`src/rtl/ula_control_unit_pkg.sv`:
```
// Shared constants for the ULA control unit: opcodes, ULA selects, IR fields, states.
// The TRAP state only exists when CU_ILLEGAL_TRAP_EN is defined.
package cu_pkg;
   localparam int NREGS = 8;
   localparam int IRW   = 9;

   // IR layout, MSB first: opcode | Rx | Ry
   localparam int OP_HI = 8;
   localparam int OP_LO = 6;
   localparam int RX_HI = 5;
   localparam int RX_LO = 3;
   localparam int RY_HI = 2;
   localparam int RY_LO = 0;

   localparam logic [2:0] OP_MV   = 3'b000;
   localparam logic [2:0] OP_MVI  = 3'b001;
   localparam logic [2:0] OP_ADD  = 3'b010;
   localparam logic [2:0] OP_SUB  = 3'b011;
   localparam logic [2:0] OP_NAND = 3'b100;
   localparam logic [2:0] OP_OUT  = 3'b101;

   localparam logic [2:0] ULA_ADD  = 3'b000;
   localparam logic [2:0] ULA_SUB  = 3'b001;
   localparam logic [2:0] ULA_NAND = 3'b010;
   localparam logic [2:0] ULA_OUT  = 3'b100;

`ifdef CU_ILLEGAL_TRAP_EN
   typedef enum logic [2:0] {
      S_IDLE = 3'd0,
      S_T1   = 3'd1,
      S_T2   = 3'd2,
      S_T3   = 3'd3,
      S_TRAP = 3'd4
   } state_t;
`else
   typedef enum logic [1:0] {
      S_IDLE = 2'd0,
      S_T1   = 2'd1,
      S_T2   = 2'd2,
      S_T3   = 2'd3
   } state_t;
`endif
endpackage

```
`src/rtl/ula_control_unit_if.sv`:
```
// Control-unit <-> instruction source / datapath signal bundle.
// master = control unit side, slave = datapath / stimulus side.
interface ula_control_unit_if;
   import cu_pkg::*;

   logic             Run;
   logic [IRW-1:0]   DIN;
   logic             IRin;
   logic [NREGS-1:0] Rin;
   logic [NREGS-1:0] Rout;
   logic             DINout;
   logic             Ain;
   logic             Gin;
   logic             Gout;
   logic             OUTin;
   logic [2:0]       OpSelect;
   logic             Done;
   logic             Illegal;

   modport master (
      input  Run, DIN,
      output IRin, Rin, Rout, DINout, Ain, Gin, Gout, OUTin, OpSelect, Done, Illegal
   );

   modport slave (
      output Run, DIN,
      input  IRin, Rin, Rout, DINout, Ain, Gin, Gout, OUTin, OpSelect, Done, Illegal
   );
endinterface

```
`src/rtl/ula_control_unit_dec3to8.sv`:
```
// 3-to-8 one-hot decoder with enable; all-zero output when disabled.
module dec3to8 (
   input  logic       en_i,
   input  logic [2:0] sel_i,
   output logic [7:0] onehot_o
);
   always_comb begin
      onehot_o = '0;
      if (en_i) onehot_o[sel_i] = 1'b1;
   end
endmodule

```
`src/rtl/ula_control_unit.sv`:
```
// Multicycle control FSM for the ULA datapath: IDLE -> T1 [-> T2 -> T3] -> IDLE, one-cycle Done.
// Optional CU_ILLEGAL_TRAP_EN: opcodes 110/111 lock into TRAP (Illegal=1) until resetn.
module ula_control_unit
   import cu_pkg::*;
(
   input  logic               clock,
   input  logic               resetn,
   ula_control_unit_if.master bus
);
   state_t         state_q, state_d;
   logic [IRW-1:0] ir_q, ir_d;
   logic [2:0]     op, rx, ry, rout_sel;
   logic           rin_en, rout_en;
   logic           dinout, ain, gin, gout, outin, done, illegal;
   logic [2:0]     opsel;

   assign op = ir_q[OP_HI:OP_LO];
   assign rx = ir_q[RX_HI:RX_LO];
   assign ry = ir_q[RY_HI:RY_LO];

   always_ff @(posedge clock or negedge resetn) begin
      if (!resetn) begin
         state_q <= S_IDLE;
         ir_q    <= '0;
      end else begin
         state_q <= state_d;
         ir_q    <= ir_d;
      end
   end

   always_comb begin
      state_d  = state_q;
      ir_d     = ir_q;
      rin_en   = 1'b0;
      rout_en  = 1'b0;
      rout_sel = rx;
      dinout   = 1'b0;
      ain      = 1'b0;
      gin      = 1'b0;
      gout     = 1'b0;
      outin    = 1'b0;
      done     = 1'b0;
      illegal  = 1'b0;
      opsel    = ULA_ADD;
      case (state_q)
         S_IDLE: begin
            if (bus.Run) begin
               ir_d    = bus.DIN;
               state_d = S_T1;
            end
         end
         S_T1: begin
            state_d = S_IDLE;
            case (op)
               OP_MV: begin
                  rout_en  = 1'b1;
                  rout_sel = ry;
                  rin_en   = 1'b1;
                  done     = 1'b1;
               end
               OP_MVI: begin
                  dinout = 1'b1;
                  rin_en = 1'b1;
                  done   = 1'b1;
               end
               OP_ADD, OP_SUB, OP_NAND, OP_OUT: begin
                  rout_en = 1'b1;
                  ain     = 1'b1;
                  state_d = S_T2;
               end
               default: begin
`ifdef CU_ILLEGAL_TRAP_EN
                  state_d = S_TRAP;
`else
                  done = 1'b1;
`endif
               end
            endcase
         end
         S_T2: begin
            gin     = 1'b1;
            state_d = S_T3;
            // out passes A through the ULA, so nothing drives the bus this step
            if (op == OP_OUT) begin
               opsel = ULA_OUT;
            end else begin
               rout_en  = 1'b1;
               rout_sel = ry;
               case (op)
                  OP_SUB:  opsel = ULA_SUB;
                  OP_NAND: opsel = ULA_NAND;
                  default: opsel = ULA_ADD;
               endcase
            end
         end
         S_T3: begin
            gout    = 1'b1;
            done    = 1'b1;
            state_d = S_IDLE;
            if (op == OP_OUT) outin  = 1'b1;
            else              rin_en = 1'b1;
         end
`ifdef CU_ILLEGAL_TRAP_EN
         S_TRAP: begin
            illegal = 1'b1;
         end
`endif
         default: state_d = S_IDLE;
      endcase
   end

   dec3to8 u_rin_dec (
      .en_i     (rin_en),
      .sel_i    (rx),
      .onehot_o (bus.Rin)
   );

   dec3to8 u_rout_dec (
      .en_i     (rout_en),
      .sel_i    (rout_sel),
      .onehot_o (bus.Rout)
   );

   // Gated by resetn so every output reads 0 while reset is held.
   assign bus.IRin     = (state_q == S_IDLE) && bus.Run && resetn;
   assign bus.DINout   = dinout;
   assign bus.Ain      = ain;
   assign bus.Gin      = gin;
   assign bus.Gout     = gout;
   assign bus.OUTin    = outin;
   assign bus.OpSelect = opsel;
   assign bus.Done     = done;
`ifdef CU_ILLEGAL_TRAP_EN
   assign bus.Illegal  = illegal;
`else
   assign bus.Illegal  = 1'b0;
`endif
endmodule

```
`src/flat_wrapper.sv`:
```
// flat-port wrapper written by rule: the top's interface ports become plain ports
module ula_control_unit_flat import cu_pkg::*;
  (clock, resetn, bus_Run, bus_DIN, bus_IRin, bus_Rin, bus_Rout, bus_DINout, bus_Ain, bus_Gin, bus_Gout, bus_OUTin, bus_OpSelect, bus_Done, bus_Illegal);
  ula_control_unit_if bus_i ();
  input  logic clock;
  input  logic resetn;
  input wire logic [$bits(bus_i.Run)-1:0] bus_Run;
  input wire logic [$bits(bus_i.DIN)-1:0] bus_DIN;
  output wire logic [$bits(bus_i.IRin)-1:0] bus_IRin;
  output wire logic [$bits(bus_i.Rin)-1:0] bus_Rin;
  output wire logic [$bits(bus_i.Rout)-1:0] bus_Rout;
  output wire logic [$bits(bus_i.DINout)-1:0] bus_DINout;
  output wire logic [$bits(bus_i.Ain)-1:0] bus_Ain;
  output wire logic [$bits(bus_i.Gin)-1:0] bus_Gin;
  output wire logic [$bits(bus_i.Gout)-1:0] bus_Gout;
  output wire logic [$bits(bus_i.OUTin)-1:0] bus_OUTin;
  output wire logic [$bits(bus_i.OpSelect)-1:0] bus_OpSelect;
  output wire logic [$bits(bus_i.Done)-1:0] bus_Done;
  output wire logic [$bits(bus_i.Illegal)-1:0] bus_Illegal;
  assign bus_i.Run = bus_Run;
  assign bus_i.DIN = bus_DIN;
  assign bus_IRin = bus_i.IRin;
  assign bus_Rin = bus_i.Rin;
  assign bus_Rout = bus_i.Rout;
  assign bus_DINout = bus_i.DINout;
  assign bus_Ain = bus_i.Ain;
  assign bus_Gin = bus_i.Gin;
  assign bus_Gout = bus_i.Gout;
  assign bus_OUTin = bus_i.OUTin;
  assign bus_OpSelect = bus_i.OpSelect;
  assign bus_Done = bus_i.Done;
  assign bus_Illegal = bus_i.Illegal;
  ula_control_unit u_core (.clock(clock), .resetn(resetn), .bus(bus_i));
endmodule
```
`config.mk`:
```
export PLATFORM = sky130hd
export DESIGN_NAME = ula_control_unit_flat
export DESIGN_NICKNAME = d
export VERILOG_FILES = /design/src/rtl/ula_control_unit_pkg.sv /design/src/rtl/ula_control_unit_if.sv /design/src/rtl/ula_control_unit_dec3to8.sv /design/src/rtl/ula_control_unit.sv /design/src/flat_wrapper.sv
export SDC_FILE = /design/constraint.sdc
export NUM_CORES = 1
export LEC_CHECK = 0
export ABC_CLOCK_PERIOD_IN_PS = 2320
export CELL_PAD_IN_SITES_DETAIL_PLACEMENT = 2
export CELL_PAD_IN_SITES_GLOBAL_PLACEMENT = 2
export CORE_UTILIZATION = 24
export DETAILED_ROUTE_END_ITERATION = 10
export PLACE_DENSITY = 0.87
export SLEW_MARGIN = 5
export SYNTH_ARGS = -nofsm -noshare
export SYNTH_HDL_FRONTEND = slang
export SYNTH_SLANG_ARGS = --single-unit
```
`constraint.sdc`:
```
create_clock -name clock -period 2.32 [get_ports clock]
set_input_delay 0.232 -clock clock [delete_from_list [all_inputs] [get_ports clock]]
set_output_delay 0.232 -clock clock [all_outputs]
set_load 0.1 [all_outputs]
```
==> results.yml <==
global_routing:
  overflow: 0
  grtUsageTotal: 0.176
  grt_first_pass_wirelength_mm: 5.42
  grt_max_degree: 13
  grt_antenna_before_repair: 0
  grt_pass1_vias: 1036
setup_path:
  rr_worst_depth: 5
  crit_type: "flip-flop to primary output"
  cpPeakStageDelay_ns: 0.39
  start_kind: "flip-flop"
  worstPathArrival_ns: 2.21
  rrSetupSlack_ns: 0.80
  cpMaxStageDelayCell: "dfrtp_1"
  endpoint_kind: "primary output"
  rr_endpoint: "u_core.ir_q[4]"
  path_cells: "inv_2, ha_4, nor3b_4, o2111a_2, a21oi_1, o211ai_1, and2_2, buf_12"
  required_ns: 2.09
  cp_max_fo: 7
sta:
  slew_violations: 0
  fmaxAchievable_ghz: 0.410
  fin_crit_sh: 1.05
  setup_viol: 8
  rsz0062_at_grt: "yes"
  min_period_ns: 2.44
  hold_viol_final: 0
  layout_setup_ws_ns: -0.121
  skew_ns: 0.000461
yosys:
  synth.ff_latch_count: 11
  ys_types: 37
  syn-instance-count: 106
  yosys_warnings: 0
  synthFlopType: "dfrtp_1"
  synth_area_leaders: "dfrtp_1 (29%), mux2_2 (12%), ha_1 (6.6%)"
  synth_top_area_frac: 0.291
  yosys.area.top_type: "dfrtp_1"
  yosysSeqAreaShare: 0.291
  synth_common_cells: "nor2_1 (12), dfrtp_1 (11), mux2_2 (10), nand2_1 (10), inv_1 (7)"
  syn_nets: 123
  netlist_area_um2: 945
  async_reset_ff_frac: 1.00
  synth_edf_count: 0
  syn_area_per_cell_um2: 8.91
  yosysMostFrequentCell: "nor2_1"
place:
  gp_congestion: 0.726
  place_area_mm2: 0.00172
  post-dp-hpwl_mm: 2.67
  port_buffers: 37
run:
  maxCapViolCount: 0
clock_tree:
  clkTransAtPathRegs_ns: 0.05
  h-tree-depth: 1
  clock-sinks: 11
  cts_tree: "built"
  insertion_delay_ns: 0.24
  cts_made_buffers: 3
  clockRootBuffer: "clkbuf_8"
  clk_path_buf_depth: 2
cells_and_area:
  fin_area_mm2: 0.00197
  layout-drive-gt1-share: 0.652
  syn_to_final_growth_pct: 109
  antenna_cells: 0
  n_fill_cell: 359
  nNetsFinal: 176
floorplanning:
  rows: 22
  initial_core_util: 0.254
  io_pins: 39
  die-area_mm2: 0.00419
  die_h_um: 64.7
  core_area_mm2: 0.00372
  die-width_um: 64.7
routing:
  drt_wl_total_mm: 3.99
  avgRoutedWirePerCell_um: 19.3
  vias: 1030
  drcViolationCount: 0
  viasPerCell: 5.00
  drt_pre_antenna_iters: 4
  ant_nets: 0
  first_iter_violations: 32
run_status:
  status: "finished with violations"
  violations: "negative setup slack"
worst_hold_path:
  hold_path.class: "input port to asynchronous set/reset pin"
-- placed cells by master (no fill, tap or decap), drive strengths merged --
cell type       n
buf            41
nor2           12
clkdlybuf4s50  11
dfrtp          11
mux2           10
nand2          10
inv             7
nand2b          6
nor3            5
ha              5
a21oi           4
clkbuf          4
o21ai           4
and2            3
nor3b           2
and3b           2
or2b            2
o22ai           2
nor2b           2
and3            2
a31o            1
a221o           1
o2111ai         1
nand3b          1
o2111a          1
a22oi           1
nand3           1
nand4           1
o211ai          1
a22o            1
a21boi          1
nor4b           1
conb            1
-- worst max path at each step --
stage | to | slack, ns | start
6_report | bus_Rout[7] | -0.12 | flip-flop
5_1_grt | bus_Rout[7] | -0.22 | flip-flop
4_1_cts | bus_Rout[6] | -0.1 | u_core.state_q[0]
3_5_place_dp | bus_Rout[4] | 0.08 | flip-flop
3_3_place_gp | bus_Rout[6] | 0.19 | flip-flop
2_1_floorplan | bus_Rout[4] | -0.32 | u_core.state_q[0]
-- flip-flops by register name (all words and copies together), names as in the netlist, named ones only --
| register | flops |
|---|---|
| u_core.ir_q | 9 |
| u_core.state_q | 1 |
-- area by class of cell --
class / count / area, µm² / area share
Timing Repair Buffer: 52 / 688 / 0.349
Multi-Input combinational cell: 84 / 870 / 0.441
Sequential cell: 11 / 280 / 0.142
Inverter: 7 / 28.8 / 0.0146
Tap cell: 48 / 60.1 / 0.0305
Clock buffer: 4 / 45.0 / 0.0228
-- routing by layer --
metal  global-route usage  routed length, µm
met5                    0                  0
met4                0.108                148
met3               0.0194                102
met2                0.298               2080
met1                0.210               1650
-- cell families after synthesis --
logic type      count (synthesis)  synth area share
buf+inv                        11            0.0530
simple gates                   50             0.302
mux                            10             0.119
compound gates                 18             0.164
fa+ha+maj                       5            0.0662
flops                          11             0.291
other cells                     1           0.00397
-- metrics by stage --
| step | TNS [ns] | cells | hold slack, ns | util | setup slack (ns) |
|---|---|---|---|---|---|
| floorplan | -1.64 | 106 | -0.0636 | - | -0.318 |
| global placement | 0 | 190 | 0.541 | 0.462 | 0.188 |
| detailed placement | 0 | 190 | 0.548 | 0.462 | 0.0774 |
| CTS | -0.488 | 199 | 0.285 | 0.498 | -0.0955 |
| global route | -1.19 | 206 | 0.294 | 0.531 | -0.225 |
| finish | -0.587 | 206 | 0.290 | 0.531 | -0.121 |
-- timing repair --
| action | CTS | global route |
|---|---|---|
| buffers inserted | 5 | 7 |
| endpoints found under the setup margin | 9 | 13 |
| pin swaps | 4 | 12 |
| resized for setup | 13 | 18 |
| hold buffers | 0 | 0 |
-- critical path: cells and delay by family (launching register included) --
family          cells  cell delay [ns]
compound gates      3             0.71
simple gates        2             0.40
flops               1             0.39
buf+inv             2             0.27
fa+ha+maj           1             0.19
Power is left out: the tool's default activity adds up to more than one toggle a clock period on the data nets, which glitch-free logic cannot reach.
